$ cat src/rtl/cache_axi_bridge_if.sv
// Bundle of cache-side refill/write-back handshakes and the AXI4 master channels.
// The bridge connects through modport master; the cache/AXI environment through modport slave.
interface cache_axi_bridge_if;
  localparam int unsigned ADDR_W = 32;
  localparam int unsigned DATA_W = 32;
  localparam int unsigned LINE_W = 128;

  // cache refill side
  logic              rd_req;
  logic [ADDR_W-1:0] rd_addr;
  logic              rd_rdy;
  logic              ret_valid;
  logic [LINE_W-1:0] ret_data;

  // cache write-back side
  logic              wr_req;
  logic [ADDR_W-1:0] wr_addr;
  logic [LINE_W-1:0] wr_data;
  logic              wr_rdy;
  logic              wr_valid;

  // AXI read address / data
  logic [ADDR_W-1:0] araddr;
  logic              arvalid;
  logic              arready;
  logic [7:0]        arlen;
  logic [2:0]        arsize;
  logic [1:0]        arburst;
  logic [3:0]        arid;
  logic [DATA_W-1:0] rdata;
  logic              rvalid;
  logic              rlast;
  logic              rready;

  // AXI write address / data / response
  logic [ADDR_W-1:0] awaddr;
  logic              awvalid;
  logic              awready;
  logic [7:0]        awlen;
  logic [2:0]        awsize;
  logic [1:0]        awburst;
  logic [3:0]        awid;
  logic [DATA_W-1:0] wdata;
  logic [3:0]        wstrb;
  logic              wvalid;
  logic              wlast;
  logic              wready;
  logic              bvalid;
  logic              bready;

  modport master (
    input  rd_req, rd_addr, wr_req, wr_addr, wr_data,
    output rd_rdy, ret_valid, ret_data, wr_rdy, wr_valid,
    output araddr, arvalid, arlen, arsize, arburst, arid,
    input  arready,
    input  rdata, rvalid, rlast,
    output rready,
    output awaddr, awvalid, awlen, awsize, awburst, awid,
    input  awready,
    output wdata, wstrb, wvalid, wlast,
    input  wready,
    input  bvalid,
    output bready
  );

  modport slave (
    output rd_req, rd_addr, wr_req, wr_addr, wr_data,
    input  rd_rdy, ret_valid, ret_data, wr_rdy, wr_valid,
    input  araddr, arvalid, arlen, arsize, arburst, arid,
    output arready,
    output rdata, rvalid, rlast,
    input  rready,
    input  awaddr, awvalid, awlen, awsize, awburst, awid,
    output awready,
    input  wdata, wstrb, wvalid, wlast,
    output wready,
    output bvalid,
    input  bready
  );
endinterface

$ cat src/rtl/cache_axi_bridge.sv
// Cache line refill / write-back to AXI4 bridge: 4-beat INCR bursts of 32-bit words,
// independent read and write FSMs with a same-line read-after-write hazard stall.
module cache_axi_bridge #(
  parameter bit LINE_ALIGN = 1'b1
) (
  input  logic                 clk,
  input  logic                 resetn,
  cache_axi_bridge_if.master   bus
);
  localparam int unsigned ADDR_W = 32;
  localparam int unsigned DATA_W = 32;
  localparam int unsigned LINE_W = 128;
  localparam int unsigned CNT_W  = 2;
  localparam int unsigned OFF_W  = 4;

  typedef enum logic [1:0] {R_IDLE, R_AR, R_DATA, R_DONE} r_state_e;
  typedef enum logic [2:0] {W_IDLE, W_AW, W_DATA, W_RESP, W_DONE} w_state_e;

  r_state_e            r_state_q;
  logic [ADDR_W-1:0]   r_addr_q;
  logic [CNT_W-1:0]    r_cnt_q;
  logic [LINE_W-1:0]   r_line_q;
  logic                ar_valid_q;
  logic                r_ready_q;
  logic                ret_valid_q;

  w_state_e            w_state_q;
  logic [ADDR_W-1:0]   w_addr_q;
  logic [CNT_W-1:0]    w_cnt_q;
  logic [CNT_W-1:0]    w_cnt_d;
  logic [LINE_W-1:0]   w_line_q;
  logic [DATA_W-1:0]   w_data_q;
  logic                aw_valid_q;
  logic                w_valid_q;
  logic                w_last_q;
  logic                b_ready_q;
  logic                wr_valid_q;

  logic                hit_pending_c;
  logic                hit_same_cycle_c;
  logic                rd_rdy_c;
  logic                wr_rdy_c;
  logic                unused_rlast;

  function automatic logic [ADDR_W-1:0] align_addr(input logic [ADDR_W-1:0] a);
    return LINE_ALIGN ? {a[ADDR_W-1:OFF_W], OFF_W'(0)} : a;
  endfunction

  // A read may not overtake a write-back to the same line, pending or arriving this cycle.
  assign hit_pending_c    = (w_state_q != W_IDLE) &&
                            (bus.rd_addr[ADDR_W-1:OFF_W] == w_addr_q[ADDR_W-1:OFF_W]);
  assign hit_same_cycle_c = (w_state_q == W_IDLE) && bus.wr_req &&
                            (bus.rd_addr[ADDR_W-1:OFF_W] == bus.wr_addr[ADDR_W-1:OFF_W]);
  assign rd_rdy_c         = (r_state_q == R_IDLE) && !hit_pending_c && !hit_same_cycle_c;
  assign wr_rdy_c         = (w_state_q == W_IDLE);
  assign w_cnt_d          = w_cnt_q + CNT_W'(1);

  // Read FSM: AR handshake, four R beats into the line buffer, one-cycle return pulse.
  always_ff @(posedge clk or negedge resetn) begin
    if (!resetn) begin
      r_state_q   <= R_IDLE;
      r_addr_q    <= '0;
      r_cnt_q     <= '0;
      r_line_q    <= '0;
      ar_valid_q  <= 1'b0;
      r_ready_q   <= 1'b0;
      ret_valid_q <= 1'b0;
    end else begin
      unique case (r_state_q)
        R_IDLE: begin
          if (bus.rd_req && rd_rdy_c) begin
            r_addr_q   <= align_addr(bus.rd_addr);
            r_cnt_q    <= '0;
            ar_valid_q <= 1'b1;
            r_state_q  <= R_AR;
          end
        end
        R_AR: begin
          if (bus.arready) begin
            ar_valid_q <= 1'b0;
            r_ready_q  <= 1'b1;
            r_state_q  <= R_DATA;
          end
        end
        R_DATA: begin
          if (bus.rvalid) begin
            r_line_q[{r_cnt_q, 5'd0} +: DATA_W] <= bus.rdata;
            r_cnt_q <= r_cnt_q + CNT_W'(1);
            if (r_cnt_q == CNT_W'(3)) begin
              r_ready_q   <= 1'b0;
              ret_valid_q <= 1'b1;
              r_state_q   <= R_DONE;
            end
          end
        end
        R_DONE: begin
          ret_valid_q <= 1'b0;
          r_state_q   <= R_IDLE;
        end
        default: r_state_q <= R_IDLE;
      endcase
    end
  end

  // Write FSM: AW handshake, four W beats from the latched line, wait for B, completion pulse.
  always_ff @(posedge clk or negedge resetn) begin
    if (!resetn) begin
      w_state_q  <= W_IDLE;
      w_addr_q   <= '0;
      w_cnt_q    <= '0;
      w_line_q   <= '0;
      w_data_q   <= '0;
      aw_valid_q <= 1'b0;
      w_valid_q  <= 1'b0;
      w_last_q   <= 1'b0;
      b_ready_q  <= 1'b0;
      wr_valid_q <= 1'b0;
    end else begin
      unique case (w_state_q)
        W_IDLE: begin
          if (bus.wr_req) begin
            w_addr_q   <= align_addr(bus.wr_addr);
            w_line_q   <= bus.wr_data;
            w_cnt_q    <= '0;
            aw_valid_q <= 1'b1;
            w_state_q  <= W_AW;
          end
        end
        W_AW: begin
          if (bus.awready) begin
            aw_valid_q <= 1'b0;
            w_valid_q  <= 1'b1;
            w_data_q   <= w_line_q[DATA_W-1:0];
            w_last_q   <= 1'b0;
            w_state_q  <= W_DATA;
          end
        end
        W_DATA: begin
          if (bus.wready) begin
            if (w_cnt_q == CNT_W'(3)) begin
              w_valid_q <= 1'b0;
              w_last_q  <= 1'b0;
              b_ready_q <= 1'b1;
              w_state_q <= W_RESP;
            end else begin
              w_cnt_q  <= w_cnt_d;
              w_data_q <= w_line_q[{w_cnt_d, 5'd0} +: DATA_W];
              w_last_q <= (w_cnt_d == CNT_W'(3));
            end
          end
        end
        W_RESP: begin
          if (bus.bvalid) begin
            b_ready_q  <= 1'b0;
            wr_valid_q <= 1'b1;
            w_state_q  <= W_DONE;
          end
        end
        W_DONE: begin
          wr_valid_q <= 1'b0;
          w_state_q  <= W_IDLE;
        end
        default: w_state_q <= W_IDLE;
      endcase
    end
  end

  assign bus.rd_rdy    = rd_rdy_c;
  assign bus.wr_rdy    = wr_rdy_c;
  assign bus.ret_valid = ret_valid_q;
  assign bus.ret_data  = r_line_q;
  assign bus.wr_valid  = wr_valid_q;

  assign bus.araddr    = r_addr_q;
  assign bus.arvalid   = ar_valid_q;
  assign bus.rready    = r_ready_q;
  assign bus.awaddr    = w_addr_q;
  assign bus.awvalid   = aw_valid_q;
  assign bus.wdata     = w_data_q;
  assign bus.wvalid    = w_valid_q;
  assign bus.wlast     = w_last_q;
  assign bus.bready    = b_ready_q;

  // Fixed burst shape: 4 beats of 4 bytes, incrementing, single ID, full strobes.
  assign bus.arlen     = 8'd3;
  assign bus.arsize    = 3'd2;
  assign bus.arburst   = 2'b01;
  assign bus.arid      = 4'd0;
  assign bus.awlen     = 8'd3;
  assign bus.awsize    = 3'd2;
  assign bus.awburst   = 2'b01;
  assign bus.awid      = 4'd0;
  assign bus.wstrb     = 4'hF;

  // Burst length is counted locally, so rlast carries no information here.
  assign unused_rlast  = bus.rlast;
endmodule

$ cat src/flat_wrapper.sv
// flat-port wrapper written by rule: the top's interface ports become plain ports
module cache_axi_bridge_flat 
#(
  parameter bit LINE_ALIGN = 1'b1
)
  (clk, resetn, bus_rd_req, bus_rd_addr, bus_wr_req, bus_wr_addr, bus_wr_data, bus_rd_rdy, bus_ret_valid, bus_ret_data, bus_wr_rdy, bus_wr_valid, bus_araddr, bus_arvalid, bus_arlen, bus_arsize, bus_arburst, bus_arid, bus_arready, bus_rdata, bus_rvalid, bus_rlast, bus_rready, bus_awaddr, bus_awvalid, bus_awlen, bus_awsize, bus_awburst, bus_awid, bus_awready, bus_wdata, bus_wstrb, bus_wvalid, bus_wlast, bus_wready, bus_bvalid, bus_bready);
  cache_axi_bridge_if bus_i ();
  input  logic clk;
  input  logic resetn;
  input wire logic [$bits(bus_i.rd_req)-1:0] bus_rd_req;
  input wire logic [$bits(bus_i.rd_addr)-1:0] bus_rd_addr;
  input wire logic [$bits(bus_i.wr_req)-1:0] bus_wr_req;
  input wire logic [$bits(bus_i.wr_addr)-1:0] bus_wr_addr;
  input wire logic [$bits(bus_i.wr_data)-1:0] bus_wr_data;
  output wire logic [$bits(bus_i.rd_rdy)-1:0] bus_rd_rdy;
  output wire logic [$bits(bus_i.ret_valid)-1:0] bus_ret_valid;
  output wire logic [$bits(bus_i.ret_data)-1:0] bus_ret_data;
  output wire logic [$bits(bus_i.wr_rdy)-1:0] bus_wr_rdy;
  output wire logic [$bits(bus_i.wr_valid)-1:0] bus_wr_valid;
  output wire logic [$bits(bus_i.araddr)-1:0] bus_araddr;
  output wire logic [$bits(bus_i.arvalid)-1:0] bus_arvalid;
  output wire logic [$bits(bus_i.arlen)-1:0] bus_arlen;
  output wire logic [$bits(bus_i.arsize)-1:0] bus_arsize;
  output wire logic [$bits(bus_i.arburst)-1:0] bus_arburst;
  output wire logic [$bits(bus_i.arid)-1:0] bus_arid;
  input wire logic [$bits(bus_i.arready)-1:0] bus_arready;
  input wire logic [$bits(bus_i.rdata)-1:0] bus_rdata;
  input wire logic [$bits(bus_i.rvalid)-1:0] bus_rvalid;
  input wire logic [$bits(bus_i.rlast)-1:0] bus_rlast;
  output wire logic [$bits(bus_i.rready)-1:0] bus_rready;
  output wire logic [$bits(bus_i.awaddr)-1:0] bus_awaddr;
  output wire logic [$bits(bus_i.awvalid)-1:0] bus_awvalid;
  output wire logic [$bits(bus_i.awlen)-1:0] bus_awlen;
  output wire logic [$bits(bus_i.awsize)-1:0] bus_awsize;
  output wire logic [$bits(bus_i.awburst)-1:0] bus_awburst;
  output wire logic [$bits(bus_i.awid)-1:0] bus_awid;
  input wire logic [$bits(bus_i.awready)-1:0] bus_awready;
  output wire logic [$bits(bus_i.wdata)-1:0] bus_wdata;
  output wire logic [$bits(bus_i.wstrb)-1:0] bus_wstrb;
  output wire logic [$bits(bus_i.wvalid)-1:0] bus_wvalid;
  output wire logic [$bits(bus_i.wlast)-1:0] bus_wlast;
  input wire logic [$bits(bus_i.wready)-1:0] bus_wready;
  input wire logic [$bits(bus_i.bvalid)-1:0] bus_bvalid;
  output wire logic [$bits(bus_i.bready)-1:0] bus_bready;
  assign bus_i.rd_req = bus_rd_req;
  assign bus_i.rd_addr = bus_rd_addr;
  assign bus_i.wr_req = bus_wr_req;
  assign bus_i.wr_addr = bus_wr_addr;
  assign bus_i.wr_data = bus_wr_data;
  assign bus_rd_rdy = bus_i.rd_rdy;
  assign bus_ret_valid = bus_i.ret_valid;
  assign bus_ret_data = bus_i.ret_data;
  assign bus_wr_rdy = bus_i.wr_rdy;
  assign bus_wr_valid = bus_i.wr_valid;
  assign bus_araddr = bus_i.araddr;
  assign bus_arvalid = bus_i.arvalid;
  assign bus_arlen = bus_i.arlen;
  assign bus_arsize = bus_i.arsize;
  assign bus_arburst = bus_i.arburst;
  assign bus_arid = bus_i.arid;
  assign bus_i.arready = bus_arready;
  assign bus_i.rdata = bus_rdata;
  assign bus_i.rvalid = bus_rvalid;
  assign bus_i.rlast = bus_rlast;
  assign bus_rready = bus_i.rready;
  assign bus_awaddr = bus_i.awaddr;
  assign bus_awvalid = bus_i.awvalid;
  assign bus_awlen = bus_i.awlen;
  assign bus_awsize = bus_i.awsize;
  assign bus_awburst = bus_i.awburst;
  assign bus_awid = bus_i.awid;
  assign bus_i.awready = bus_awready;
  assign bus_wdata = bus_i.wdata;
  assign bus_wstrb = bus_i.wstrb;
  assign bus_wvalid = bus_i.wvalid;
  assign bus_wlast = bus_i.wlast;
  assign bus_i.wready = bus_wready;
  assign bus_i.bvalid = bus_bvalid;
  assign bus_bready = bus_i.bready;
  cache_axi_bridge #(.LINE_ALIGN(LINE_ALIGN)) u_core (.clk(clk), .resetn(resetn), .bus(bus_i));
endmodule
$ cat config.mk
export PLATFORM = sky130hd
export DESIGN_NAME = cache_axi_bridge_flat
export DESIGN_NICKNAME = d
export VERILOG_FILES = /design/src/rtl/cache_axi_bridge_if.sv /design/src/rtl/cache_axi_bridge.sv /design/src/flat_wrapper.sv
export SDC_FILE = /design/constraint.sdc
export NUM_CORES = 1
export LEC_CHECK = 0
export ABC_AREA = 1
export CELL_PAD_IN_SITES_DETAIL_PLACEMENT = 1
export CELL_PAD_IN_SITES_GLOBAL_PLACEMENT = 1
export CORE_AREA = 2 2 199 201
export CTS_CLUSTER_DIAMETER = 50
export DETAILED_ROUTE_END_ITERATION = 12
export DIE_AREA = 0 0 201 203
export DONT_BUFFER_PORTS = 1
export GPL_TIMING_DRIVEN = 0
export PLACE_DENSITY = 0.79
export SLEW_MARGIN = 20
export SYNTH_ARGS = -nofsm -noshare
export SYNTH_HDL_FRONTEND = slang
export SYNTH_SLANG_ARGS = --single-unit
$ cat constraint.sdc
create_clock -name clk -period 3.9 [get_ports clk]
set_input_delay 0.39 -clock clk [delete_from_list [all_inputs] [get_ports clk]]
set_output_delay 0.39 -clock clk [all_outputs]
set_load 0.01 [all_outputs]
==> impl_metrics.toml <==
[floorplanning]
fp.dieH_um = 203
die_w_um = 201
placementRows = 72
ioPinCount = 506
initial_utilization_pct = 44.0
core_area_sq_mm = 0.0385
die_area_sq_mm = 0.0408

[setup_path]
cp_data_required_time_ps = 4390
cp_data_arrival_time_ps = 3840
path_max_fanout = 12
crit_type = "reg -> reg"
start_kind = "flip-flop"
end_kind = "flip-flop"

[logic_synthesis]
synth.area.mux_share_pct = 0
ys_warn_count = 0
synth_top_cell_area_share_pct = 53.4
synthSimpleGateAreaFrac_pct = 21.9
yosysMostFrequentCell = "nand2_1"
synth_compound_area_share_pct = 12.4
synth-seq-cells = 361
synth-adder-area-share_pct = 0.887
ys_async_sr_fraction_pct = 100
synth-xor-area-share_pct = 2.33
syn_area_sq_mm = 0.0169
synth_area_leaders = "dfrtp_1, nand2_1, o21ai_0"
synth_area_leader_cell = "dfrtp_1"
ys_seq_area_share_pct = 53.4
synth_common_cells = "nand2_1, dfrtp_1, o21ai_0"
netlist_instances = 2086
synth_cell_types = 33
synth_top_family_by_area = "simple AND/OR/NAND/NOR gates"
avgSynthCellArea_sq_um = 8.11
ys.flop_type = "dfrtp_1"
synth-edff-count = 0

[routing]
viasPerCell = 5.63
drtIter0Drc = 953
drt-total-wl_um = 71100
dr_total_vias = 16519
firstDrtPassIters = 5
wl_per_cell_um = 24.2
post-route-drc-count = 0
antenna_left = 0

[run_status]
violations = "hold timing"
status = "finished with violations"

[finish]
final_util_pct = 55.3
finalNetCount = 2629
stdcell_count = 2936
fill_cells = 4576
area_growth_pct = 25.6
drive_above_1_share_pct = 6.00

[power_and_ir_drop]
total_power_uw = 16700
p_leak_uw = 0.0108
power.density_mw_per_mm2 = 787
irDropWorstVdd_mv = 0.454

[timing]
fin_setup_tns_ps = 0
hold_slack_ps = -479
fin_crit_sh_pct = 86.0
clock-skew-final_ps = 22.7
rsz0062_at_grt = "no"
period_minus_slack_ps = 3350
setup_viol = 0
hold_violations = 363
fmax_mhz = 298
max-slew-margin-rel_pct = 38.3
worst_slew_pin_slew_ps = 926
drv_slew = 0

[cts]
cts_made_buffers = 44
clock_path_buffers = 3
root_buffer = "clkbuf_16"
cts_tree = "built"
cts_sinks = 361
htree_levels = 2
clock_latency_ps = 570
clkTransAtPathRegs_ps = 60
holdBufCountCts = 207

[global_route]
grt_usage_pct = 34.6
grt_pass1_wl_um = 108000
grt_max_degree = 362
first_global_vias = 17876
overflow = 0
antenna_found_initial = 5

[place]
gp_congestion = 0.945
dpl.hpwl_um = 46200
dpl.cell_count = 2648
io_buffer_count = 0

[job]
cap_violations = 0

[min_path]
hp-class = "in -> async"
## layout make-up
| type | instances | area (sq um) | share of cell area [%] |
|---|---|---|---|
| sequential | 361 | 9030 | 42.5 |
| multi-input combinational | 1423 | 6530 | 30.7 |
| timing repair buffer | 207 | 2070 | 9.75 |
| clock buffer | 60 | 1250 | 5.89 |
| buffer | 180 | 900 | 4.23 |
| tap | 518 | 648 | 3.05 |
| inverter | 166 | 623 | 2.93 |
| clock inverter | 18 | 193 | 0.906 |
| antenna | 3 | 7.51 | 0.0353 |
## cells by family after synthesis
group,Yosys count
DFF,361
other,2
adders and majority gates,12
buffers and inverters,346
AOI/OAI and AO/OA,407
xor gates and xnor gates,45
and+or+nand+nor,913
## layer usage
layer | vias to the layer above | wire length, um | track usage, % | part of all wire, %
met5 | - | 27 | 0 | 0.038
met4 | 4 | 3270 | 16.5 | 4.6
met3 | 208 | 6330 | 10.1 | 8.9
met2 | 821 | 35800 | 61.1 | 50
met1 | 8276 | 25700 | 38.4 | 36
li1 | 7210 | - | - | -
## state kept, by name, summed over array words and instances (netlist names)
name and count:
u_core.w_cnt_q 2, u_core.bus.ret_data 128, u_core.bus.bready 1, u_core.bus.wlast 1, u_core.w_line_q 128, u_core.w_state_q 3
u_core.r_state_q 2, u_core.r_cnt_q 2, u_core.bus.awvalid 1, u_core.bus.awaddr 28, u_core.bus.arvalid 1, u_core.bus.rready 1
u_core.bus.wdata 32, u_core.bus.wr_valid 1, u_core.bus.ret_valid 1, u_core.bus.araddr 28, u_core.bus.wvalid 1
## what timing repair did
item / 4_1_cts / 5_1_grt
buffers inserted: 0 / 0
gates resized for setup: 0 / 0
endpoints found under the hold margin: 601 / 361
## placed cells by master, fill, tap and decap left out, types with 2 or more instances in the layout
cell / count
inv_1: 163
dfrtp_1: 361
diode_2: 3
xor2_1: 13
buf_1: 9
conb_1: 46
buf_6: 3
o21ai_0: 316
clkbuf_16: 45
nor3_1: 2
clkinvlp_4: 3
clkbuf_8: 7
ha_1: 12
nor2_1: 70
buf_4: 49
buf_2: 14
dlygate4sd3_1: 207
xnor2_1: 32
inv_2: 2
clkinv_2: 8
clkbuf_1: 113
a21oi_1: 53
nand2_1: 694
inv_8: 2
a31oi_1: 32
bufinv_16: 3
nand4_1: 64
nor2_2: 2
nand3_1: 76
## final timing paths
| path | startpoint | end | slack [ps] | depth (start not counted) |
|---|---|---|---|---|
| setup / recovery | u_core.r_cnt_q[0] | u_core.bus.ret_data[90] | 550 | 9 |
| hold / removal | resetn | u_core.bus.ret_data[104] | -480 | 0 |
| setup reg to reg | u_core.r_cnt_q[0] | u_core.bus.ret_data[90] | 550 | 9 |
| hold reg to reg | u_core.w_line_q[119] | u_core.w_line_q[119] | 490 | 2 |
| max in group asynchronous | resetn | u_core.bus.awaddr[10] | 3620 | 0 |
| min in group clk | bus_rd_addr[6] | u_core.bus.araddr[6] | -20 | 2 |
## where the power goes
group | switching (uW) | internal (uW)
clock network | 1720 | 2460
registers | 1450 | 5080
logic | 4280 | 1740
## per-stage QoR
stage	worst slack (ps)	cell area, sq um
CTS	629	21300
floorplan	1660	17100
finish	548	21300
global placement	740	17700
global route	245	21300
detailed placement	668	17700
## critical path, cell delays in order (launching register included)
cell and delay, ps:
dfrtp_1 400, clkbuf_1 400, inv_1 140, clkbuf_1 340, ha_1 490, inv_1 60, nor2_1 660, clkbuf_1 490
nand4_1 210, nand2_1 100
(Power assumes the default switching activity.)
